### config.mk
export PLATFORM = sky130hd
export DESIGN_NAME = ddr4_cmd_tracker
export DESIGN_NICKNAME = d
export VERILOG_FILES = /design/src/rtl/ddr4_cmd_tracker_pkg.sv /design/src/rtl/ddr4_bank_tracker.sv /design/src/rtl/ddr4_cmd_tracker.sv
export SDC_FILE = /design/constraint.sdc
export NUM_CORES = 1
export LEC_CHECK = 0
export ABC_AREA = 1
export ABC_CLOCK_PERIOD_IN_PS = 6300
export CAP_MARGIN = 20
export CORE_ASPECT_RATIO = 1.5
export CORE_MARGIN = 4
export CORE_UTILIZATION = 50
export CTS_CLUSTER_SIZE = 16
export DETAILED_ROUTE_END_ITERATION = 10
export PLACE_DENSITY = 0.76
export REMOVE_ABC_BUFFERS = 1
export SYNTH_ARGS = -nofsm -noshare
export SYNTH_HDL_FRONTEND = slang
export SYNTH_SLANG_ARGS = --single-unit
### constraint.sdc
create_clock -name clk -period 6.3 [get_ports clk]
set_input_delay 1.575 -clock clk [delete_from_list [all_inputs] [get_ports clk]]
set_output_delay 1.575 -clock clk [all_outputs]
set_load 0.05 [all_outputs]
### src/rtl/ddr4_cmd_tracker_pkg.sv
// Shared types and constants for the DDR4 command-bus tracker: command codes,
// error bit positions and the positions of the command bits on the address bus.
package ddr4_cmd_tracker_pkg;

  typedef enum logic [3:0] {
    NONE = 4'd0,
    MRS  = 4'd1,
    REF  = 4'd2,
    PRE  = 4'd3,
    PREA = 4'd4,
    ACT  = 4'd5,
    WR   = 4'd6,
    WRA  = 4'd7,
    RD   = 4'd8,
    RDA  = 4'd9,
    ZQC  = 4'd10,
    RFU  = 4'd11
  } ddr4_cmd_e;

  localparam int ERR_ACT_OPEN = 0;
  localparam int ERR_CLOSED   = 1;
  localparam int ERR_REF_OPEN = 2;
  localparam int ERR_MULTI_CS = 3;
  localparam int ERR_TRCD     = 4;
  localparam int ERR_TRP      = 5;
  localparam int ERR_W        = 6;

  localparam int A_RAS = 16;
  localparam int A_CAS = 15;
  localparam int A_WE  = 14;
  localparam int A_AP  = 10;
  localparam int A_BC  = 12;

  function automatic logic is_rdwr(input ddr4_cmd_e c);
    return (c == WR) || (c == WRA) || (c == RD) || (c == RDA);
  endfunction

endpackage

### src/rtl/ddr4_bank_tracker.sv
// State of one DDR4 bank: open flag, the row that is open, and (with
// DDR4_CMD_TRACKER_TIMING_EN) a saturating timer since the last ACT/PRE.
module ddr4_bank_tracker #(
  parameter int AWIDTH = 17,
  parameter int TRCD   = 16,
  parameter int TRP    = 16
) (
  input  logic              clk,
  input  logic              rst,
  input  logic              i_act,
  input  logic              i_pre,
  input  logic              i_ap_close,
  input  logic [AWIDTH-1:0] i_row,
  output logic              o_open,
  output logic [AWIDTH-1:0] o_row,
  output logic              o_trcd_ok,
  output logic              o_trp_ok
);

  logic              r_open;
  logic [AWIDTH-1:0] r_row;

  always_ff @(posedge clk or negedge rst) begin
    if (!rst) begin
      r_open <= 1'b0;
      r_row  <= '0;
    end else if (i_act) begin
      r_open <= 1'b1;
      r_row  <= i_row;
    end else if (i_pre || i_ap_close) begin
      r_open <= 1'b0;
    end
  end

  assign o_open = r_open;
  assign o_row  = r_row;

`ifdef DDR4_CMD_TRACKER_TIMING_EN
  localparam int TMAX = (TRCD > TRP) ? TRCD : TRP;
  localparam int TW   = $clog2(TMAX + 2);

  // Reload to 1 so the value seen at a later command edge equals the clk gap.
  logic [TW-1:0] r_tmr;

  always_ff @(posedge clk or negedge rst) begin
    if (!rst) begin
      r_tmr <= '1;
    end else if (i_act || i_pre) begin
      r_tmr <= TW'(1);
    end else if (r_tmr != '1) begin
      r_tmr <= r_tmr + 1'b1;
    end
  end

  assign o_trcd_ok = (r_tmr >= TW'(TRCD));
  assign o_trp_ok  = (r_tmr >= TW'(TRP));
`else
  assign o_trcd_ok = 1'b1;
  assign o_trp_ok  = 1'b1;
`endif

endmodule

### src/rtl/ddr4_cmd_tracker.sv
// Passive DDR4 command-bus monitor: decode, per-bank state, sticky errors and
// saturating counters. Define DDR4_CMD_TRACKER_TIMING_EN to build tRCD/tRP checks.
module ddr4_cmd_tracker
  import ddr4_cmd_tracker_pkg::*;
#(
  parameter int AWIDTH = 17,
  parameter int RWIDTH = 1,
  parameter int BWIDTH = 2,
  parameter int GWIDTH = 2,
  parameter int CWIDTH = 32,
  parameter int TRCD   = 16,
  parameter int TRP    = 16
) (
  input  logic                                      clk,
  input  logic                                      rst,
  input  logic [RWIDTH-1:0]                         ddr4_cke,
  input  logic [RWIDTH-1:0]                         ddr4_cs_n,
  input  logic                                      ddr4_act_n,
  input  logic [GWIDTH-1:0]                         ddr4_bg,
  input  logic [BWIDTH-1:0]                         ddr4_ba,
  input  logic [AWIDTH-1:0]                         ddr4_addr,
  input  logic                                      clr,
  output logic                                      cmd_vld,
  output logic [3:0]                                cmd_type,
  output logic [((RWIDTH > 1) ? $clog2(RWIDTH) : 1)-1:0] cmd_rank,
  output logic [GWIDTH+BWIDTH-1:0]                  cmd_bank,
  output logic [AWIDTH-1:0]                         cmd_row,
  output logic [9:0]                                cmd_col,
  output logic [(RWIDTH<<(GWIDTH+BWIDTH))-1:0]      bank_open,
  output logic [5:0]                                err,
  output logic [CWIDTH-1:0]                         act_cnt,
  output logic [CWIDTH-1:0]                         rd_cnt,
  output logic [CWIDTH-1:0]                         wr_cnt
);

  localparam int GB  = GWIDTH + BWIDTH;
  localparam int NBR = 1 << GB;
  localparam int NB  = RWIDTH * NBR;
  localparam int RIW = (RWIDTH > 1) ? $clog2(RWIDTH) : 1;
  localparam int IW  = $clog2(NB);
`ifdef DDR4_CMD_TRACKER_TIMING_EN
  localparam bit TIMING = 1'b1;
`else
  localparam bit TIMING = 1'b0;
`endif

  logic [RWIDTH-1:0] w_cs_low;
  logic              w_one_cs;
  logic              w_multi_cs;
  logic              w_sel;
  logic [RIW-1:0]    w_rank;
  logic [IW-1:0]     w_bidx;
  ddr4_cmd_e         w_cmd;
  logic              w_rdwr;

  logic [NB-1:0]     w_open, w_hit, w_in_rank, w_trcd_ok, w_trp_ok;
  logic [AWIDTH-1:0] w_row [NB];
  logic [AWIDTH-1:0] w_tgt_row;
  logic              w_tgt_open, w_rank_busy, w_tgt_trcd, w_tgt_trp;
  logic [ERR_W-1:0]  w_err_set;

  logic              r_cmd_vld;
  ddr4_cmd_e         r_cmd_type;
  logic [RIW-1:0]    r_cmd_rank;
  logic [GB-1:0]     r_cmd_bank;
  logic [AWIDTH-1:0] r_cmd_row;
  logic [9:0]        r_cmd_col;
  logic [ERR_W-1:0]  r_err;
  logic [CWIDTH-1:0] r_act_cnt, r_rd_cnt, r_wr_cnt;

  assign w_cs_low   = ~ddr4_cs_n;
  assign w_one_cs   = ($countones(w_cs_low) == 1);
  assign w_multi_cs = ($countones(w_cs_low) > 1);
  assign w_sel      = w_one_cs && |(w_cs_low & ddr4_cke);

  always_comb begin
    w_rank = '0;
    for (int r = 0; r < RWIDTH; r++) begin
      if (w_cs_low[r]) w_rank = RIW'(r);
    end
  end

  assign w_bidx = IW'({w_rank, ddr4_bg, ddr4_ba});

  always_comb begin
    w_cmd = NONE;
    if (w_sel) begin
      if (!ddr4_act_n) begin
        w_cmd = ACT;
      end else begin
        case ({ddr4_addr[A_RAS], ddr4_addr[A_CAS], ddr4_addr[A_WE]})
          3'b000:  w_cmd = MRS;
          3'b001:  w_cmd = REF;
          3'b010:  w_cmd = ddr4_addr[A_AP] ? PREA : PRE;
          3'b011:  w_cmd = RFU;
          3'b100:  w_cmd = ddr4_addr[A_AP] ? WRA : WR;
          3'b101:  w_cmd = ddr4_addr[A_AP] ? RDA : RD;
          3'b110:  w_cmd = ZQC;
          default: w_cmd = NONE;
        endcase
      end
    end
  end

  assign w_rdwr = is_rdwr(w_cmd);

  for (genvar g = 0; g < NB; g++) begin : g_bank
    assign w_hit[g]     = (w_bidx == IW'(g));
    assign w_in_rank[g] = (w_rank == RIW'(g / NBR));

    ddr4_bank_tracker #(
      .AWIDTH (AWIDTH),
      .TRCD   (TRCD),
      .TRP    (TRP)
    ) u_bank (
      .clk        (clk),
      .rst        (rst),
      .i_act      ((w_cmd == ACT) && w_hit[g]),
      .i_pre      (((w_cmd == PRE) && w_hit[g]) || ((w_cmd == PREA) && w_in_rank[g])),
      .i_ap_close (((w_cmd == RDA) || (w_cmd == WRA)) && w_hit[g]),
      .i_row      (ddr4_addr),
      .o_open     (w_open[g]),
      .o_row      (w_row[g]),
      .o_trcd_ok  (w_trcd_ok[g]),
      .o_trp_ok   (w_trp_ok[g])
    );
  end

  always_comb begin
    w_tgt_row = '0;
    for (int g = 0; g < NB; g++) begin
      if (w_hit[g]) w_tgt_row = w_row[g];
    end
  end

  assign w_tgt_open  = |(w_open & w_hit);
  assign w_rank_busy = |(w_open & w_in_rank);
  assign w_tgt_trcd  = |(w_trcd_ok & w_hit);
  assign w_tgt_trp   = |(w_trp_ok & w_hit);

  always_comb begin
    w_err_set               = '0;
    w_err_set[ERR_ACT_OPEN] = (w_cmd == ACT) && w_tgt_open;
    w_err_set[ERR_CLOSED]   = w_rdwr && !w_tgt_open;
    w_err_set[ERR_REF_OPEN] = ((w_cmd == REF) || (w_cmd == MRS)) && w_rank_busy;
    w_err_set[ERR_MULTI_CS] = w_multi_cs;
    w_err_set[ERR_TRCD]     = TIMING && w_rdwr && w_tgt_open && !w_tgt_trcd;
    w_err_set[ERR_TRP]      = TIMING && (w_cmd == ACT) && !w_tgt_open && !w_tgt_trp;
  end

  always_ff @(posedge clk or negedge rst) begin
    if (!rst) begin
      r_cmd_vld  <= 1'b0;
      r_cmd_type <= NONE;
      r_cmd_rank <= '0;
      r_cmd_bank <= '0;
      r_cmd_row  <= '0;
      r_cmd_col  <= '0;
      r_err      <= '0;
      r_act_cnt  <= '0;
      r_rd_cnt   <= '0;
      r_wr_cnt   <= '0;
    end else begin
      r_cmd_vld  <= (w_cmd != NONE);
      r_cmd_type <= w_cmd;
      r_cmd_rank <= (w_cmd != NONE) ? w_rank : '0;
      r_cmd_bank <= (w_cmd != NONE) ? {ddr4_bg, ddr4_ba} : '0;
      if (w_cmd == ACT)   r_cmd_row <= ddr4_addr;
      else if (w_rdwr)    r_cmd_row <= w_tgt_open ? w_tgt_row : '0;
      else                r_cmd_row <= '0;
      r_cmd_col  <= w_rdwr ? ddr4_addr[9:0] : '0;

      // clr takes priority over any command in the same slot.
      if (clr) begin
        r_err     <= '0;
        r_act_cnt <= '0;
        r_rd_cnt  <= '0;
        r_wr_cnt  <= '0;
      end else begin
        r_err <= r_err | w_err_set;
        if ((w_cmd == ACT) && (r_act_cnt != '1))                  r_act_cnt <= r_act_cnt + 1'b1;
        if (((w_cmd == RD) || (w_cmd == RDA)) && (r_rd_cnt != '1)) r_rd_cnt  <= r_rd_cnt + 1'b1;
        if (((w_cmd == WR) || (w_cmd == WRA)) && (r_wr_cnt != '1)) r_wr_cnt  <= r_wr_cnt + 1'b1;
      end
    end
  end

  assign cmd_vld   = r_cmd_vld;
  assign cmd_type  = r_cmd_type;
  assign cmd_rank  = r_cmd_rank;
  assign cmd_bank  = r_cmd_bank;
  assign cmd_row   = r_cmd_row;
  assign cmd_col   = r_cmd_col;
  assign bank_open = w_open;
  assign err       = r_err;
  assign act_cnt   = r_act_cnt;
  assign rd_cnt    = r_rd_cnt;
  assign wr_cnt    = r_wr_cnt;

endmodule

Word level (Yosys, flattened, before mapping)
Cells that the tools add are included.
- bits of input ports: 27
- bits in registers: 426
- output and inout port bits: 155
- reduce and logical (&&, ||, !) cells: 118
- mux-type cells: 66
- equal/unequal tests: 33
- add/subtract/negate cells: 3
- bitwise logic cells: 4
- operator list (operator ; count):
    two-way mux 17 bit ; 19
    two-way mux 32 bit ; 6
    adder 32 x 1 -> 32 bit, second input constant ; 3
    inequality test 32 bit, second input constant ; 3
    logical AND 1 bit ; 55
    == test 4 bit, second input constant ; 10
    logical OR 1 bit ; 38
    nonzero test 2 bit ; 19
    two-way mux 1 bit ; 34
    == test 4 x 3 -> 1 bit, second input constant ; 8
    OR reduction 16 bit ; 2
    one-hot mux 4 bit (7 select lines) ; 1
    AND 16 bit ; 1
    == test 4 x 2 -> 1 bit, second input constant ; 4
    two-way mux 4 bit ; 3
    two-way mux 10 bit ; 1
    == test 3 bit, second input constant ; 3
    == test 4 x 1 -> 1 bit, second input constant ; 2
    == test 3 x 2 -> 1 bit, second input constant ; 2
    two-way mux 6 bit ; 1
    OR 6 x 3 -> 6 bit ; 1
    logical NOT 4 bit ; 1
    nonzero test 4 bit ; 1
    == test 3 x 1 -> 1 bit, second input constant ; 1
    5 further kinds ; 5

Longest topological paths before layout
- word-level depth: 20
- gate-level depth with buffers: 17
- mapped depth without buffers: 15

Modules after synthesis
Synthesis repeated with hierarchy kept, for this count alone.
- cell total of the unflattened synthesis: 2894
- area, all modules: 22018.6 um2
- by module, submodules not included (module ; cells each ; area an instance (um2) ; seq. area each (um2) ; instances):
    ddr4_bank_tracker ; 79 ; 730.7 ; 450.4 ; 16
    ddr4_cmd_tracker ; 1630 ; 10327.4 ; 3378.2 ; 1

Worst setup path after synthesis
OpenSTA, ideal clock, no wires.
- path kind: input to register
- from: input port ddr4_addr[14]
- to: register r_act_cnt[31] (netlist: act_cnt[31])
- stages: 15
- path buffers: 3
- setup slack: 3.134 ns
- arrival: 3.039 ns
- cell sequence: inv_2 -> nand2_1 -> nor2_2 -> nand2_1 -> o211ai_1 -> nand2_1 -> inv_2 -> nand3_4 -> inv_4 -> buf_6 -> buf_8 -> nand2_4 -> buf_6 -> nor4_1 -> nor2_1
- word-level cells in the longest chain between the ends: 7
- elaborated cells between the ends (all ways): 13
- those cells by class: 7 x eq/ne; 3 x mux; 3 x reduce/logical
- RTL lines (item ; line ; RTL):
    start: declaration ; ddr4_cmd_tracker.sv:21 ; input logic [AWIDTH-1:0] ddr4_addr,
    == test 3 bit, or another cell as far along ; ddr4_cmd_tracker.sv:91 ; case ({ddr4_addr[A_RAS], ddr4_addr[A_CAS], ddr4_addr[A_WE]})
    one-hot mux 4 bit (7 select lines) * ; ddr4_cmd_tracker.sv:91 ;
    two-way mux 4 bit * ; ddr4_cmd_tracker.sv:88 ; if (!ddr4_act_n) begin
    two-way mux 4 bit * ; ddr4_cmd_tracker.sv:87 ; if (w_sel) begin
    via w_cmd[2] ; ddr4_cmd_tracker.sv:53 ; ddr4_cmd_e w_cmd;
    == test 4 x 3 -> 1 bit * ; ddr4_cmd_tracker.sv:181 ; if ((w_cmd == ACT) && (r_act_cnt != '1)) r_act_cnt <= r_act_cnt + 1'b1;
    logical AND 1 bit * ; ddr4_cmd_tracker.sv:181 ;
    nonzero test 2 bit (no source line) * ; - ;
    end signal: assignment ; ddr4_cmd_tracker.sv:181 ;
    end: declaration ; ddr4_cmd_tracker.sv:69 ; logic [CWIDTH-1:0] r_act_cnt, r_rd_cnt, r_wr_cnt;
The timed path passes the listed nets; every way through them passes the cells marked *.
A chain may end at the register's enable or synchronous reset.

Worst setup path in the final report
- from: input port ddr4_ba[1]
- to: register r_cmd_row[14] (netlist: cmd_row[14])
- word-level cells in the longest chain between the ends: 20
- elaborated cells between the ends (all ways): 37
- those cells by class: 15 x eq/ne; 19 x mux; 1 x bitwise; 2 x reduce/logical
- RTL lines (item ; line ; RTL):
    start: declaration ; ddr4_cmd_tracker.sv:20 ; input logic [BWIDTH-1:0] ddr4_ba,
    logical NOT 4 bit ; ddr4_cmd_tracker.sv:108 ; assign w_hit[g] = (w_bidx == IW'(g));
    two-way mux 17 bit (16 in a row) ; ddr4_cmd_tracker.sv:132 ; if (w_hit[g]) w_tgt_row = w_row[g];
    two-way mux 17 bit * (2 in a row) ; ddr4_cmd_tracker.sv:169 ; else if (w_rdwr) r_cmd_row <= w_tgt_open ? w_tgt_row : '0;
    two-way mux 17 bit * ; ddr4_cmd_tracker.sv:168 ; if (w_cmd == ACT) r_cmd_row <= ddr4_addr;
    end signal: assignment ; ddr4_cmd_tracker.sv:168 ;
    end signal: assignment ; ddr4_cmd_tracker.sv:169 ;
    end: declaration ; ddr4_cmd_tracker.sv:66 ; logic [AWIDTH-1:0] r_cmd_row;
Mark *: on every way between the ends. The rest lies on a longest branch, timed or not.

==> flow_metrics.tcl <==
set metrics [dict create \
    wl_met3_mm 4.27 \
    fin_cells 3182 \
    dp_hpwl_mm 40.3 \
    holdBufCountCts 0 \
    cp_common_cell "nand2_1" \
    syn_to_final_growth_pct 18.8 \
    gp_congestion 0.950 \
    clk_pin_slew_ns 0.06 \
    pwr-share-clk 0.452 \
    final_net_count 2678 \
    rows 89 \
    yosysTopAreaCell "dfrtp_1" \
    status "completed" \
    async_flop_share 1.00 \
    r2r_end "act_cnt[8]" \
    vias 18000 \
    crit_required_ns 6.72 \
    swShare 0.239 \
    grt_usage 0.270 \
    overflow 0 \
    power_frac_comb 0.066 \
    drt-initial-drc-count 1552 \
    grt_setup_unrepaired "false" \
    port_buffers 177 \
    ys_types 43 \
    rr_worst_depth 12 \
    placed_area_um2 22100 \
    skew_ns 0.0109 \
    synth-edff-count 0 \
    synthFlopType "dfrtp_1" \
    hold-path-endpoint "g_bank[13].u_bank.o_row[16]" \
    syn_inst 2527 \
    drt_first_pass_iters 6 \
    met1Wirelength_mm 22.1 \
    post_cts_buffers 0 \
    drt-total-wl_mm 58.9 \
    leakage_uw 0.0106 \
    finalHoldViolations 0 \
    yosys.area.top_type_share 0.526 \
    grt_pass1_wl_mm 94.4 \
    clk_latency_ns 0.55 \
    slew_headroom 0.283 \
    htree_levels 2 \
    hold_path_startpoint "g_bank[13].u_bank.o_row[16]" \
    yosysMostFrequentCell "nand2_1" \
    ys_seq_area_frac 0.526 \
    core-area_um2 39500 \
    grt_pass1_vias 18200 \
    finalCriticalPeriod_ns 4.40 \
    postCtsResizedCells 0 \
    ys_ff_latch 423 \
    top_layer "met5" \
    synth_warnings 0 \
    synth_commonest_cells "766 x nand2_1, 423 x dfrtp_1, 314 x o21ai_0, 202 x nor2_1, 176 x inv_1" \
    power_frac_seq 0.482 \
    p_sw_uw 1410 \
    hold_path_class "reg -> reg" \
    die_y_um 254 \
    slowest_delay_ns 0.59 \
    cts_tree "yes" \
    max_freq_ghz 0.227 \
    end_kind "register" \
    drive_above_1_share 0.0686 \
    io-pin-count 182 \
    finalSetupTns_ns 0 \
    synth_area_leaders "dfrtp_1 53%, nand2_1 14%, o21ai_0 7.8%" \
    setup_violations 0 \
    fin_area_um2 23900 \
    r2r-start "act_cnt[7]" \
    reg2reg_slack_ns 3.52 \
    die_w_um 172 \
    numCtsBuffers 42 \
    cp_max_fo 21 \
    internal_power_uw 4510 \
    clk_path_buf_depth 3 \
    path_class "in -> reg" \
    power_density_nw_per_um2 248 \
    antenna_found_initial 3 \
    ant_nets 0 \
    via_per_inst 5.66 \
    syn_area_um2 20100 \
    grt_max_degree 141 \
    antennaDiodeCount 0 \
    cp-start-kind "primary input" \
    wl_per_cell_um 18.5 \
    worst_slew_pin_slew_ns 1.07 \
    fp.dieArea_um2 43600 \
    drc_errors 0 \
    root_buffer "clkbuf_16" \
    cap_violations 0 \
    path_cells "clkdlybuf4s50_1, nor2_1, buf_4, nand2_1, inv_1, nand2_1, nand4_1, nor2_1, nand2_1, nand2_1, nor2_1, nand2_1, nand2_1" \
    placedCellCount 3089 \
    postSynthAreaPerCell_um2 7.96 \
    crit_slowest_cell "nand2_1" \
    drv_slew 0 \
    wl_met2_mm 30.2 \
    clkSinkCount 423 \
    critical_path_arrival_ns 4.83 \
    start_util 0.509 \
    period_share 0.699 \
    worstHoldPathCells 2 \
    ir_worst_vdd_mv 0.196 \
]
==> worst max-delay path, delay by kind of cell <==
kind | cells | cell delay [ns]
AND/OR/NAND/NOR | 10 | 2.03
buffers and inverters | 3 | 1.20
==> sequential cells by signal, summed over array words and instances (netlist names), 10 cells and up <==
name                  count
act_cnt                  32
rd_cnt                   32
wr_cnt                   32
cmd_row                  17
g_bank.u_bank.o_row     272
cmd_col                  10
g_bank.u_bank.o_open     16
==> kinds of logic after synthesis <==
group,count (synthesis),share of synthesized area
adders and majority gates,3,0.00187
buffers and inverters,330,0.0672
AOI/OAI and AO/OA,447,0.117
DFF,423,0.526
and+or+nand+nor,1289,0.273
other,1,0.000186
xor gates and xnor gates,34,0.0148
==> power groups by stage <==
stage / clock network, uW / registers, uW / logic [uW]
final: 2680 / 2850 / 392
after global routing: 2820 / 2860 / 439
after CTS: 2720 / 2850 / 392
after detailed placement: 0 / 2900 / 390
after global placement: 0 / 2900 / 381
after floorplan: 0 / 2920 / 167
==> per-layer routing <==
layer  vias to the layer above  track usage
met1                      8670        0.318
met4                         4        0.106
met5                         -            0
met2                       694        0.476
met3                       161       0.0602
li1                       8473            -
==> area by class of cell <==
| type | count | area [um^2] |
|---|---|---|
| Clock inverter | 15 | 181 |
| Inverter | 190 | 716 |
| Multi-Input combinational cell | 1777 | 8200 |
| Tap cell | 500 | 626 |
| Clock buffer | 63 | 1300 |
| Timing Repair Buffer | 214 | 2300 |
| Fill cell | 3395 | 15600 |
| Sequential cell | 423 | 10600 |
==> per-stage QoR <==
step	setup WS (ns)	util	hold WS, ns	power [uW]
5_1_grt	1.64	0.605	0.499	6120
3_5_place_dp	1.28	0.559	0.465	3290
4_1_cts	1.85	0.597	0.481	5960
6_report	1.90	0.605	0.478	5920
2_1_floorplan	2.12	-	0.446	3090
3_3_place_gp	1.41	0.559	0.458	3280
==> placed cells by master, fill, tap and decap left out, drive strengths merged, types with 4 or more instances in the layout <==
cell / instances
nand2: 768
inv: 189
nor2: 211
nand3: 104
clkbuf: 63
nor3: 55
dfrtp: 423
buf: 39
a31oi: 4
conb: 4
xor2: 25
xnor2: 9
o31ai: 17
o211ai: 18
bufinv: 4
or2: 41
clkinv: 11
nor4: 26
clkdlybuf4s50: 175
nand4: 79
o21ai: 328
a21oi: 73
==> worst max-delay path by stage <==
stage	cells after the start	startpoint	end
floorplan	13	ddr4_bg[0]	cmd_row[0]
global placement	12	ddr4_addr[14]	g_bank[2].u_bank.o_row[16]
detailed placement	12	ddr4_addr[14]	g_bank[3].u_bank.o_row[10]
CTS	12	ddr4_addr[14]	g_bank[3].u_bank.o_row[10]
global route	13	ddr4_ba[0]	cmd_row[2]
finish	13	ddr4_ba[1]	cmd_row[14]
(Power assumes the default switching activity.)
==> variant 1, RTL diff (config.mk and constraints unchanged) <==
`BWIDTH`: 2 -> 1.
--- a/src/rtl/ddr4_cmd_tracker.sv
+++ b/src/rtl/ddr4_cmd_tracker.sv
@@ -5,7 +5,7 @@
 #(
   parameter int AWIDTH = 17,
   parameter int RWIDTH = 1,
-  parameter int BWIDTH = 2,
+  parameter int BWIDTH = 1,
   parameter int GWIDTH = 2,
   parameter int CWIDTH = 32,
   parameter int TRCD   = 16,
Ports: changed (resized bank_open, cmd_bank and ddr4_ba); port bits go from 182 to 172. No check against the original RTL was run, so the function may have changed too.
==> variant 1 against the unedited design <==
Sequential power fell by 33%. Count of clock-buffer cells in the layout decreased by 28. Sequential cell count down 145. Global-route usage fell by 0.65 points. Synthesized area fell by 25%. Setup slack gained 0.14 ns. Maximum frequency rose by 3.2%. Routed wire length decreased by 26%. Critical path depth shrank 6. Cell area down 26%. Total power is 33% lower. Die area is 24% lower. Largest cell class unchanged.
==> variant 1: results <==
[power_and_ir_drop]
leakagePower_uw = 0.00854
ir_worst_vdd_v = 0.000229

[detailed_routing]
wl_met3_microns = 3080
wl_met2_microns = 22200
via_per_inst = 5.35
wire_per_inst_microns = 16.8
highest_layer = "met4"
wl_met1_microns = 17100

[sta]
maxSlewHeadroom_pct = 29.2
fin_skew_ns = 0.0170

[global_route]
grt_max_degree = 118
met3_usage_pct = 4.30
met1_usage_pct = 32.2
antenna_found_initial = 1
grt_pass1_wl_microns = 70000
met2_usage_pct = 47.0
grt_util_all_layers_pct = 26.3
grt_pass1_vias = 13700

[placement]
dp_slack_ns = 1.54
post_dp_cell_area_sq_um = 16700
dpl.hpwl_microns = 29400
io_buffers = 167
gp_congestion = 0.948

[cells_and_area]
fin_nets = 2215
largest_reg_flops = 136
drive_above_1_share_pct = 5.94

[synthesis]
yosys-top-cells-count = "739 x nand2_1, 278 x dfrtp_1, 239 x nor2_1"
yosysSeqAreaShare_pct = 46.1
ys_top_cells_by_area = "dfrtp_1 46%, nand2_1 18%, nand3_1 6.5%"

[clock_network]
cts_buffers = 28
cts_buffer_depth = 3
htreeDepth = 1

[setup_path]
worstPathArrival_ns = 4.68
path_max_fanout = 35
slowest_delay_ns = 0.84

[run_status]
status = "completed"
[variant 1: logic make-up after synthesis]
group	synth area share, %
adder cells (fa/ha/maj)	0.249
flip-flops	46.1
buffers and inverters	8.48
AO/OA/AOI/OAI	6.64
XOR/XNOR	2.96
other	0.0249
AND/OR/NAND/NOR	35.5
[variant 1: worst paths after layout]
path / start / end / slack [ns] / depth (start not counted)
max: ddr4_ba / g_bank[4].u_bank.o_row[9] / 2.03 / 7
min: g_bank[2].u_bank.o_row[11] / g_bank[2].u_bank.o_row[11] / 0.48 / 2
max reg2reg: wr_cnt[0] / wr_cnt[18] / 3.21 / 10
min reg2reg: g_bank[2].u_bank.o_row[11] / g_bank[2].u_bank.o_row[11] / 0.48 / 2
max in group asynchronous: rst / g_bank[3].u_bank.o_row[2] / 3.91 / 2
min in group asynchronous: rst / g_bank[5].u_bank.o_row[7] / 1.05 / 1
[variant 1: per-stage QoR]
stage,cells,total power (uW),hold slack [ns],util [%]
3_3_place_gp,2549,2240,0.459,56.5
2_1_floorplan,1979,2100,0.446,-
4_1_cts,2601,4000,0.482,59.8
5_1_grt,2603,4130,0.500,59.8
6_report,2603,3980,0.479,59.8
3_5_place_dp,2550,2250,0.466,56.5
[variant 1: power breakdown]
part / internal [uW] / switching [uW]
Sequential: 1860 / 41.8
Clock: 1020 / 737
Combinational: 92.7 / 229
[variant 1: final cells by class]
type / instances / area (sq um)
Antenna cell: 1 / 2.50
Clock inverter: 16 / 165
Sequential cell: 278 / 6960
Tap cell: 395 / 494
Multi-Input combinational cell: 1529 / 6860
Inverter: 172 / 646
Timing Repair Buffer: 177 / 1780
Clock buffer: 35 / 798
Fill cell: 2794 / 11900
==> variant 2, RTL diff (same settings) <==
Without the edit above. The output `cmd_rank` loses its register stage (`r_cmd_rank` becomes a continuous assignment).
--- a/src/rtl/ddr4_cmd_tracker.sv
+++ b/src/rtl/ddr4_cmd_tracker.sv
@@ -152,7 +152,6 @@
     if (!rst) begin
       r_cmd_vld  <= 1'b0;
       r_cmd_type <= NONE;
-      r_cmd_rank <= '0;
       r_cmd_bank <= '0;
       r_cmd_row  <= '0;
       r_cmd_col  <= '0;
@@ -163,7 +162,6 @@
     end else begin
       r_cmd_vld  <= (w_cmd != NONE);
       r_cmd_type <= w_cmd;
-      r_cmd_rank <= (w_cmd != NONE) ? w_rank : '0;
       r_cmd_bank <= (w_cmd != NONE) ? {ddr4_bg, ddr4_ba} : '0;
       if (w_cmd == ACT)   r_cmd_row <= ddr4_addr;
       else if (w_rdwr)    r_cmd_row <= w_tgt_open ? w_tgt_row : '0;
@@ -185,6 +183,8 @@
     end
   end
 
+  assign r_cmd_rank = (w_cmd != NONE) ? w_rank : '0;
+
   assign cmd_vld   = r_cmd_vld;
   assign cmd_type  = r_cmd_type;
   assign cmd_rank  = r_cmd_rank;
Formal check against the unedited RTL: equivalent (Yosys induction, for registers that start in step).
==> variant 2 against the unedited design <==
Routed wire length fell by 2.1%. Cell count rose by 0.47%. Cell area fell by 0.61%. Clock skew rose by 0.017 ns. Sequential cell count did not move. Total power fell by 2.0%. Non-clock buffer count fell by 8. Setup slack got worse by 0.29 ns. Critical path depth fell by 2. Global-route usage fell by 1.3 points. Synthesized area rose by 0.76%. Largest cell class unchanged. Largest power group unchanged.
==> variant 2: results <==
[run_status]
status = "completed"

[placement]
dpl.hpwl_microns = 39500
post_dp_cell_area_sq_um = 22200
gp_congestion = 0.954

[detailed_routing]
via_per_inst = 5.71
wl_microns = 57700
first_iter_violations = 1867

[sta]
maxSlewHeadroom_pct = 27.1
fin_skew_ns = 0.0281
fin_hold_ws_ns = 0.477

[setup_path]
worstPathArrival_ns = 5.13
slowest_stage = "nor2_4"
slowest_delay_ns = 0.62
path_max_fanout = 35

[synthesis]
yosys-top-cells-count = "767 x nand2_1, 423 x dfrtp_1, 311 x o21ai_0"
yosysSeqAreaShare_pct = 52.2

[cells_and_area]
fin_nets = 2694
n_fill_cell = 3484
drive_above_1_share_pct = 5.83

[power_and_ir_drop]
leakagePower_uw = 0.0105
p_sw_uw = 1430
clockPowerShare_pct = 44.1

[global_route]
antenna_found_initial = 1
grt_util_all_layers_pct = 25.6
grt_pass1_wl_microns = 91000
variant 2: cell types whose count changed in the layout (fill, tap and decap cells not counted), moves of 5 or more:
cell      change
nor2_1       +18
nand3_1      +14
nor3_1       -11
o21ai_1      +11
a21oi_1       -9
o31ai_1       +9
or2_2         -9
or2_0         +8
buf_8         -6
clkbuf_8      -5
clkinv_2      -5
nand4_1       +5
variant 2: power groups by stage:
stage | clock [uW] | sequential (uW) | combinational (uW)
2_1_floorplan | 0 | 2920 | 166
3_3_place_gp | 0 | 2900 | 383
3_5_place_dp | 0 | 2900 | 393
4_1_cts | 2590 | 2850 | 394
5_1_grt | 2710 | 2860 | 437
6_report | 2560 | 2850 | 393
variant 2: per-layer routing:
layer  track usage, %  vias up  share of wire, %
li1                 -     8545                 -
met1             33.1     8722                40
met4             11.1        0               4.0
met2             43.5      823                50
met5                0        -                 0
met3             3.09      163               6.6
variant 2: path summary, 6_finish.rpt:
kind | cells after the start | from | end | slack [ns]
max | 11 | ddr4_addr[16] | g_bank[14].u_bank.o_row[16] | 1.60
min | 2 | g_bank[10].u_bank.o_row[4] | g_bank[10].u_bank.o_row[4] | 0.48
max reg2reg | 11 | rd_cnt[1] | rd_cnt[29] | 2.88
min reg2reg | 2 | g_bank[10].u_bank.o_row[4] | g_bank[10].u_bank.o_row[4] | 0.48
max in group asynchronous | 2 | rst | g_bank[11].u_bank.o_row[9] | 3.81
min in group asynchronous | 1 | rst | g_bank[7].u_bank.o_row[6] | 1.13
variant 2: layout make-up:
cell class	instances	area [sq um]	area share (%)
timing repair buffer	206	2120	8.93
sequential	423	10600	44.5
tap	506	633	2.66
clock inverter	18	231	0.974
multi-input combinational	1807	8350	35.1
inverter	185	694	2.92
clock buffer	52	1150	4.83
variant 2: through the flow:
stage,setup slack (ns),cells
floorplan,1.88,2415
global placement,1.18,3121
detailed placement,1.03,3121
CTS,1.60,3191
global route,1.28,3197
finish,1.60,3197
variant 2: kinds of logic after synthesis:
group,after synthesis,synth area share (%)
other,1,0.0185
XOR/XNOR,36,1.55
flip-flops,423,52.2
AND/OR/NAND/NOR,1313,27.4
buffers and inverters,329,6.68
adder cells (fa/ha/maj),3,0.185
AO/OA/AOI/OAI,451,11.9
variant 2: critical path: cells and delay by family:
family	cells	cell delay [ns]
AND/OR/NAND/NOR	5	1.48
buffers and inverters	4	1.37
AO/OA/AOI/OAI	2	0.67
